==> config.mk <==
export PLATFORM = sky130hd
export DESIGN_NAME = addsub_nibble_seq_flat
export DESIGN_NICKNAME = d
export VERILOG_FILES = /design/src/rtl/addsub_nibble_seq_if.sv /design/src/rtl/addsub_nibble_seq.sv /design/src/flat_wrapper.sv
export SDC_FILE = /design/constraint.sdc
export NUM_CORES = 1
export LEC_CHECK = 0
export ABC_AREA = 1
export BUFFER_PORTS_ARGS = -buffer_cell sky130_fd_sc_hd__buf_4
export CAP_MARGIN = 10
export CORE_MARGIN = 1.5
export CORE_UTILIZATION = 54
export DETAILED_ROUTE_END_ITERATION = 8
export GPL_TIMING_DRIVEN = 0
export HOLD_SLACK_MARGIN = 0.12
export PLACE_DENSITY = 0.79
export REMOVE_ABC_BUFFERS = 1
export SYNTH_ARGS = -nofsm -noshare
export SYNTH_HDL_FRONTEND = slang
export SYNTH_SLANG_ARGS = --single-unit
export TNS_END_PERCENT = 10
==> constraint.sdc <==
create_clock -name clk -period 2.85 [get_ports clk]
set_clock_uncertainty 0.05 [all_clocks]
set_input_delay 0.57 -clock clk [delete_from_list [all_inputs] [get_ports clk]]
set_output_delay 0.57 -clock clk [all_outputs]
set_load 0.005 [all_outputs]
==> src/rtl/addsub_nibble_seq_if.sv <==
// Operand/result handshake bundle for addsub_nibble_seq.
// master: operand source and result consumer (testbench / upstream logic).
// slave : the sequential adder/subtractor itself.
interface addsub_nibble_seq_if #(
    parameter int WIDTH = 16
);
    logic             in_valid;
    logic             in_ready;
    logic [WIDTH-1:0] a;
    logic [WIDTH-1:0] b;
    logic             mode;
    logic             out_valid;
    logic             out_ready;
    logic [WIDTH-1:0] sum;
    logic             carry_out;
    logic             zero;
    logic             neg;
    logic             ovf;

    modport master (
        output in_valid, a, b, mode, out_ready,
        input  in_ready, out_valid, sum, carry_out, zero, neg, ovf
    );

    modport slave (
        input  in_valid, a, b, mode, out_ready,
        output in_ready, out_valid, sum, carry_out, zero, neg, ovf
    );
endinterface

==> src/rtl/addsub_nibble_seq.sv <==
// Sequential WIDTH-bit adder/subtractor: one SLICE-bit ripple slice reused
// over NSLICE clocks, carry held in a register between slices.
// Optional macro ADDSUB_FLAGS_EN: registers zero/neg/ovf with the result;
// when undefined those outputs are tied to 0 and no flag logic is built.
//
//   state | meaning
//   IDLE  | waiting for an operand pair, in_ready high (outside reset)
//   RUN   | processing one slice per clock, LSB slice first
//   DONE  | result valid, held until out_ready
module addsub_nibble_seq #(
    parameter int WIDTH = 16,
    parameter int SLICE = 4
) (
    input  logic                 clk,
    input  logic                 rst,
    addsub_nibble_seq_if.slave   bus
);
    localparam int NSLICE = WIDTH / SLICE;
    localparam int IDXW   = (NSLICE > 1) ? $clog2(NSLICE) : 1;

    if ((WIDTH % SLICE) != 0 || SLICE < 2) begin : g_bad_param
        $error("addsub_nibble_seq: WIDTH must be a multiple of SLICE (SLICE >= 2)");
    end

    typedef enum logic [1:0] {IDLE, RUN, DONE} state_t;

    state_t            state;
    state_t            state_nxt;
    logic [WIDTH-1:0]  a_reg;
    logic [WIDTH-1:0]  b_reg;
    logic [WIDTH-1:0]  sum_reg;
    logic [WIDTH-1:0]  sum_nxt;
    logic              carry_reg;
    logic              cout_reg;
    logic [IDXW-1:0]   idx;
    logic [SLICE-1:0]  a_sl;
    logic [SLICE-1:0]  b_sl;
    logic [SLICE-1:0]  s_sl;
    logic              c_sl;
    logic              last_slice;
    logic              in_ready_int;
    logic              accept;

    // in_ready is forced low for the whole time reset is asserted
    assign in_ready_int = (state == IDLE) && !rst;
    assign accept       = bus.in_valid && in_ready_int;
    assign last_slice   = (state == RUN) && (idx == IDXW'(NSLICE - 1));

    // Shared ripple slice; the current slice result is merged into the sum
    always_comb begin
        a_sl    = a_reg[idx*SLICE +: SLICE];
        b_sl    = b_reg[idx*SLICE +: SLICE];
        {c_sl, s_sl} = {1'b0, a_sl} + {1'b0, b_sl} + {{SLICE{1'b0}}, carry_reg};
        sum_nxt = sum_reg;
        sum_nxt[idx*SLICE +: SLICE] = s_sl;
    end

    // State register
    always_ff @(posedge clk or posedge rst) begin
        if (rst) state <= IDLE;
        else     state <= state_nxt;
    end

    // Next-state decode
    always_comb begin
        state_nxt = state;
        case (state)
            IDLE:    if (accept)        state_nxt = RUN;
            RUN:     if (last_slice)    state_nxt = DONE;
            DONE:    if (bus.out_ready) state_nxt = IDLE;
            default:                    state_nxt = IDLE;
        endcase
    end

    // Operand capture and slice-by-slice accumulation; B is pre-inverted for subtract
    always_ff @(posedge clk or posedge rst) begin
        if (rst) begin
            a_reg     <= '0;
            b_reg     <= '0;
            sum_reg   <= '0;
            carry_reg <= 1'b0;
            cout_reg  <= 1'b0;
            idx       <= '0;
        end else if (accept) begin
            a_reg     <= bus.a;
            b_reg     <= bus.b ^ {WIDTH{bus.mode}};
            carry_reg <= bus.mode;
            sum_reg   <= '0;
            cout_reg  <= 1'b0;
            idx       <= '0;
        end else if (state == RUN) begin
            sum_reg   <= sum_nxt;
            carry_reg <= c_sl;
            idx       <= idx + IDXW'(1);
            if (last_slice) cout_reg <= c_sl;
        end
    end

`ifdef ADDSUB_FLAGS_EN
    logic zero_reg;
    logic neg_reg;
    logic ovf_reg;
    logic msb_cin;

    // Carry into the MSB recovered from the MSB sum bit and its operand bits
    assign msb_cin = a_sl[SLICE-1] ^ b_sl[SLICE-1] ^ s_sl[SLICE-1];

    // Flags are captured together with the final slice
    always_ff @(posedge clk or posedge rst) begin
        if (rst) begin
            zero_reg <= 1'b0;
            neg_reg  <= 1'b0;
            ovf_reg  <= 1'b0;
        end else if (accept) begin
            zero_reg <= 1'b0;
            neg_reg  <= 1'b0;
            ovf_reg  <= 1'b0;
        end else if (last_slice) begin
            zero_reg <= (sum_nxt == '0);
            neg_reg  <= s_sl[SLICE-1];
            ovf_reg  <= msb_cin ^ c_sl;
        end
    end

    assign bus.zero = zero_reg;
    assign bus.neg  = neg_reg;
    assign bus.ovf  = ovf_reg;
`else
    assign bus.zero = 1'b0;
    assign bus.neg  = 1'b0;
    assign bus.ovf  = 1'b0;
`endif

    assign bus.in_ready  = in_ready_int;
    assign bus.out_valid = (state == DONE);
    assign bus.sum       = sum_reg;
    assign bus.carry_out = cout_reg;
endmodule

==> src/flat_wrapper.sv <==
// flat-port wrapper written by rule: the top's interface ports become plain ports
module addsub_nibble_seq_flat 
#(
    parameter int WIDTH = 16,
    parameter int SLICE = 4
)
  (clk, rst, bus_in_valid, bus_a, bus_b, bus_mode, bus_out_ready, bus_in_ready, bus_out_valid, bus_sum, bus_carry_out, bus_zero, bus_neg, bus_ovf);
  addsub_nibble_seq_if #(.WIDTH(WIDTH)) bus_i ();
  input  logic clk;
  input  logic rst;
  input wire logic [$bits(bus_i.in_valid)-1:0] bus_in_valid;
  input wire logic [$bits(bus_i.a)-1:0] bus_a;
  input wire logic [$bits(bus_i.b)-1:0] bus_b;
  input wire logic [$bits(bus_i.mode)-1:0] bus_mode;
  input wire logic [$bits(bus_i.out_ready)-1:0] bus_out_ready;
  output wire logic [$bits(bus_i.in_ready)-1:0] bus_in_ready;
  output wire logic [$bits(bus_i.out_valid)-1:0] bus_out_valid;
  output wire logic [$bits(bus_i.sum)-1:0] bus_sum;
  output wire logic [$bits(bus_i.carry_out)-1:0] bus_carry_out;
  output wire logic [$bits(bus_i.zero)-1:0] bus_zero;
  output wire logic [$bits(bus_i.neg)-1:0] bus_neg;
  output wire logic [$bits(bus_i.ovf)-1:0] bus_ovf;
  assign bus_i.in_valid = bus_in_valid;
  assign bus_i.a = bus_a;
  assign bus_i.b = bus_b;
  assign bus_i.mode = bus_mode;
  assign bus_i.out_ready = bus_out_ready;
  assign bus_in_ready = bus_i.in_ready;
  assign bus_out_valid = bus_i.out_valid;
  assign bus_sum = bus_i.sum;
  assign bus_carry_out = bus_i.carry_out;
  assign bus_zero = bus_i.zero;
  assign bus_neg = bus_i.neg;
  assign bus_ovf = bus_i.ovf;
  addsub_nibble_seq #(.WIDTH(WIDTH), .SLICE(SLICE)) u_core (.clk(clk), .rst(rst), .bus(bus_i));
endmodule
Yosys cells after proc, flatten, opt, wreduce, memory -nomap -nowiden
Index checks and enable logic that the tools add are counted.

Register bits: 54. Bits of input ports: 37. Output and inout port bits: 22. Logic and storage cells: 45.

Add/sub/neg operators: 4. Equal/unequal tests: 6. Shifts and indexed selects: 4. Muxes and demuxes: 14. Bitwise logic cells: 1. Reductions and logical operators: 9.

Operator list (number): $neg 4->34 (1); $shift 4x34->16 const A (1); $shiftx 4x34->16 (1); $mux 16 (2); $shiftx 16x5->4 (2); $bwmux 16 (1); $xor 16x16->16 (1); $mux 2 (5); $pmux 2 s3 (1); $add 4x4->5 (1); $add 5x1->5 (1); $mux 1 (5); $eq 2x2->1 const B (2); $ne 2x1->1 const B (2); $reduce_bool 2->1 (2); $logic_and 1x1->1 (3); $reduce_and 3->1 (1); $add 2x1->2 const B (1); $eq 2x1->1 const B (1); $logic_not 2->1 (1); $ne 2x2->1 const B (1); $reduce_and 2->1 (1); $logic_not 1->1 (1).

Logic depth before layout (Yosys ltp)
Word-level depth: 7. Mapped depth: 12. Depth with buffers taken out: 10.

Worst setup path before layout
No wires, ideal clock.

Kind: input -> register. From: input port rst. To: register u_core.b_reg[7]. Setup time: 0.133 ns. Data arrival time: 2.510 ns. Data required time: 2.667 ns. Path slack: 0.157 ns. Cell stages on the path: 6. Buffers on the path: 2. Cells stage by stage: inv_1 nand3_2 buf_6 buf_4 nand2_1 o21ai_0.

Longest elaborated chain between the ends: 3.

Ends and longest elaborated chain: from (decl) (line flat_wrapper.sv:10) `input logic rst;`; $logic_not 1->1 (line addsub_nibble_seq.sv:45) `assign in_ready_int = (state == IDLE) && !rst;`; $logic_and 1x1->1 (line addsub_nibble_seq.sv:45); $logic_and 1x1->1 (line addsub_nibble_seq.sv:46) `assign accept = bus.in_valid && in_ready_int;`; to (signal assigned) (line addsub_nibble_seq.sv:86) `b_reg <= bus.b ^ {WIDTH{bus.mode}};`; to (decl) (line addsub_nibble_seq.sv:30) `logic [WIDTH-1:0] b_reg;`.

No other way between the ends. A chain may end at the register's enable or synchronous reset.

Final worst setup path
From: register u_core.idx[0]. To: register u_core.sum_reg[6] (netlist: u_core.bus.sum[6]).

Longest elaborated chain between the ends: 7. Elaborated cells on any way between the ends: 10. Those cells by class: 3 x add/sub; 4 x shift; 3 x mux.

Ends and longest elaborated chain: from (decl) (line addsub_nibble_seq.sv:35) `logic [IDXW-1:0] idx;`; from (signal assigned) (line addsub_nibble_seq.sv:94) `idx <= idx + IDXW'(1);`; $shiftx 16x5->4 (on tied branches) (line addsub_nibble_seq.sv:51, addsub_nibble_seq.sv:52); $add 4x4->5 (line addsub_nibble_seq.sv:53) `{c_sl, s_sl} = {1'b0, a_sl} + {1'b0, b_sl} + {{SLICE{1'b0}}, carry_reg};`; $add 5x1->5 (line addsub_nibble_seq.sv:53); $shiftx 4x34->16 (line addsub_nibble_seq.sv:55) `sum_nxt[idx*SLICE +: SLICE] = s_sl;`; $bwmux 16 * (line addsub_nibble_seq.sv:55); $mux 16 * (line addsub_nibble_seq.sv:91) `end else if (state == RUN) begin`; $mux 16 * (line addsub_nibble_seq.sv:84) `end else if (accept) begin`; to (signal assigned) (line addsub_nibble_seq.sv:92) `sum_reg <= sum_nxt;`; to (decl) (line addsub_nibble_seq.sv:31) `logic [WIDTH-1:0] sum_reg;`.

Every way passes the cells marked *; elsewhere a longest branch is shown, timed or not. The select of a mux whose other input is x is not followed.

==> run_results.csv <==
group,metric,value,unit
grt,overflow,0,
worst_setup_path,rrSetupSlack,160,ps
logic_synthesis,synth_area,2710,um2
floorplan,rows,25,
timing,holdWs,212,ps
worst_setup_path,r2r_start,"u_core.idx[0]$_DFFE_PP0P_",
worst_setup_path,worstSetupStartpoint,"u_core.idx[0]$_DFFE_PP0P_",
cts,cts_buffers,5,
timing,finalCriticalPeriod,2690,ps
drt,detail-route-antenna-nets,0,
timing,finalHoldViolations,0,
run_status,status,"finished, final reports clean",
power_and_ir_drop,leakagePower,0.00164,uW
logic_synthesis,ys_types,28,
drt,dr.pass1.iters,4,
floorplan,design.core.area,4790,um2
timing,relSlewSlack,0.540,
worst_setup_path,crit_path_end_kind,"flop",
logic_synthesis,postSynthCellCount,315,
logic_synthesis,synth_xor_area_frac,0.0550,
timing,worst_pin_slew,690,ps
logic_synthesis,yosys_warnings,0,
layout,finalNetCount,411,
drt,dr_total_vias,2243,
worst_setup_path,cp_max_fo,14,
logic_synthesis,synth_compound_area_frac,0.104,
worst_setup_path,rr_worst_depth,9,
grt,grt_pass1_vias,1957,
worst_setup_path,cp_num_cells,9,
logic_synthesis,ys_seq_elements,54,
logic_synthesis,muxShareOfSynthArea,0,
placed_design,io_buffers,55,
logic_synthesis,synth_top_family_by_area,"simple AND/OR/NAND/NOR gates",
grt,grt_pass1_wl,9090,um
cts,h-tree-depth,2,
floorplan,ios,59,
drt,drt_first_iter_violations,138,
grt,grt_max_degree,69,
worst_setup_path,crit_buf_inv,1,
cts,clk_pin_slew_worst_paths,90,ps
grt,antenna_found_initial,0,
timing,period_share,0.942,
timing,maxSlewViolCount,0,
worst_setup_path,critPathTopFamily,"adder cells",
timing,fmax,372,MHz
worst_setup_path,critical-path-max-stage-delay,550,ps
floorplan,die_w,73.8,um
worst_setup_path,crit_path_start_kind,"flop",
placed_design,hpwl,3690,um
worst_setup_path,cp.required,3030,ps
floorplan,initial_core_util,0.566,
drt,drc,0,
drt,drt-total-wl,5480,um
worst_setup_path,critPathKind,"reg2reg",
floorplan,die_area,5450,um2
hold_path,hold_path.class,"in2async",
layout,drive_gt1_frac,0.216,
cts,cts_tree,"done",
worst_setup_path,cp.arrival,2870,ps
grt,grt_use_total,0.215,
worst_setup_path,crit_slowest_cell,"dfrtp_4",
power_and_ir_drop,ir_worst_vdd,0.000500,V
floorplan,fp.dieH,73.8,um
layout,syn2layout_area_growth,20.3,%
placed_design,gp_congestion,0.842,
drt,viasPerCell,5.18,
power_and_ir_drop,pwr_density_cell,1120,nW/um2
layout,n_antenna_cell,0,
worst_setup_path,crit_end,"u_core.bus.sum[6]$_DFFE_PP0P_",
logic_synthesis,yosys.area_share.simple,0.234,
run,max_cap_violations,0,
cts,cts_hold_buffers,0,
power_and_ir_drop,total_power,3640,uW
logic_synthesis,synth_fa_ha_area_frac,0.0471,
cts,clk_latency,300,ps
timing,setup_viol,0,
drt,routedWlPerCell,12.6,um
logic_synthesis,ys_seq_area_frac,0.499,
worst_setup_path,timing.rr.end,"u_core.bus.sum[6]$_DFFE_PP0P_",
layout,fill_cells,444,
cts,clk_path_buf_depth,2,
logic_synthesis,syn_avg_cell_area,8.60,um2
layout,final_cells,433,
worst_setup_path,path_cells,"clkinvlp_4, o21ai_0, o22ai_1, fa_1, fa_1, xnor2_1, nor2_1, nand2_1, o21ai_0",
placed_design,dp.cells,423,
cts,cts_sinks,54,
timing,grt_setup_unrepaired,"false",
cts,cts-root-buf,"clkbuf_8",
-- synth_stat cells, drive strengths merged --
| master | instances | area, um2 |
|---|---|---|
| inv | 12 | 45.0 |
| ha | 7 | 87.6 |
| xnor2 | 17 | 149 |
| a21oi | 1 | 5.00 |
| nor2 | 23 | 96.4 |
| nand4 | 3 | 18.8 |
| o22ai | 9 | 56.3 |
| o31ai | 1 | 7.51 |
| o21ai | 41 | 205 |
| buf | 13 | 95.1 |
| fa | 2 | 40.0 |
| conb | 1 | 3.75 |
| clkinv | 1 | 3.75 |
| dfrtp | 54 | 1350 |
| o21bai | 1 | 7.51 |
| clkbuf | 4 | 18.8 |
| nand2 | 94 | 358 |
| nand3 | 30 | 155 |
| nor3 | 1 | 5.00 |
-- metal layers --
layer  part of all wire  track usage  vias to the layer above  wire length, um
met1               0.47        0.285                     1049             2560
met4             0.0097       0.0535                        0               53
met2               0.48        0.364                       60             2640
met5                  0            0                        -                0
met3              0.042       0.0412                        4              230
li1                   -            -                     1130                -
-- stage by stage --
| stage | TNS [ps] | area (um2) | util | worst slack [ps] |
|---|---|---|---|---|
| 2_1_floorplan | -33680 | 2600 | - | -785 |
| 3_3_place_gp | -90960 | 3100 | 0.648 | -1930 |
| 3_5_place_dp | -14440 | 3120 | 0.652 | -499 |
| 4_1_cts | 0 | 3250 | 0.679 | 57.3 |
| 5_1_grt | 0 | 3260 | 0.681 | 8.57 |
| 6_report | 0 | 3260 | 0.681 | 164 |
-- power by group --
part	switching [uW]	internal, uW
Sequential	237	1100
Combinational	1080	719
Clock	243	259
Total	1560	2080
-- worst min path at each step --
stage | from | endpoint | slack, ps | cells past startpoint
3_3_place_gp | u_core.a_reg[4]$_DFFE_PP0P_ | u_core.a_reg[4]$_DFFE_PP0P_ | 410 | 2
2_1_floorplan | u_core.a_reg[10]$_DFFE_PP0P_ | u_core.a_reg[10]$_DFFE_PP0P_ | 390 | 2
5_1_grt | rst | u_core.b_reg[7]$_DFFE_PP0P_ | 240 | 2
3_5_place_dp | u_core.a_reg[4]$_DFFE_PP0P_ | u_core.a_reg[4]$_DFFE_PP0P_ | 410 | 2
4_1_cts | rst | u_core.state[1]$_DFFE_PP0P_ | 220 | 2
6_report | rst | u_core.state[1]$_DFFE_PP0P_ | 210 | 2
-- cell usage in the layout (no fill, tap or decap), drive strengths merged --
cell      netlist  routed
fa              2       2
xnor2          17      17
nor2           23      23
nand4           3       3
nand3          30      30
conb            1       3
o22ai           9       9
bufinv          0       1
inv            12      11
o31ai           1       1
o21ai          41      41
ha              7       7
buf            13      57
clkinv          1       3
clkinvlp        0       2
nor3            1       1
clkbuf          4       5
o21bai          1       1
dfrtp          54      54
nand2          94      94
a21oi           1       1
-- logic make-up (layout without fill, tap and decap cells) --
logic type	Yosys count	after routing
buf+inv	30	79
xor+xnor	17	17
simple gates	151	151
compound gates	53	53
flops	54	54
fa+ha+maj	9	9
other cells	1	3
-- area by class of cell --
type	count	area [um2]	area share
sequential	54	1360	0.416
multi-input combinational	233	1210	0.371
timing repair buffer	57	440	0.135
tap	67	83.8	0.0257
clock buffer	5	68.8	0.0211
inverter	13	53.8	0.0165
clock inverter	3	40.0	0.0123
timing repair inverter	1	5.00	0.00154
-- timing repair --
action                     CTS  global route
gates cloned                 1             0
setup endpoints to repair   32             5
gates resized for setup      5             1
buffers inserted             0             1
No activity file was read; power rests on OpenSTA's default activity.
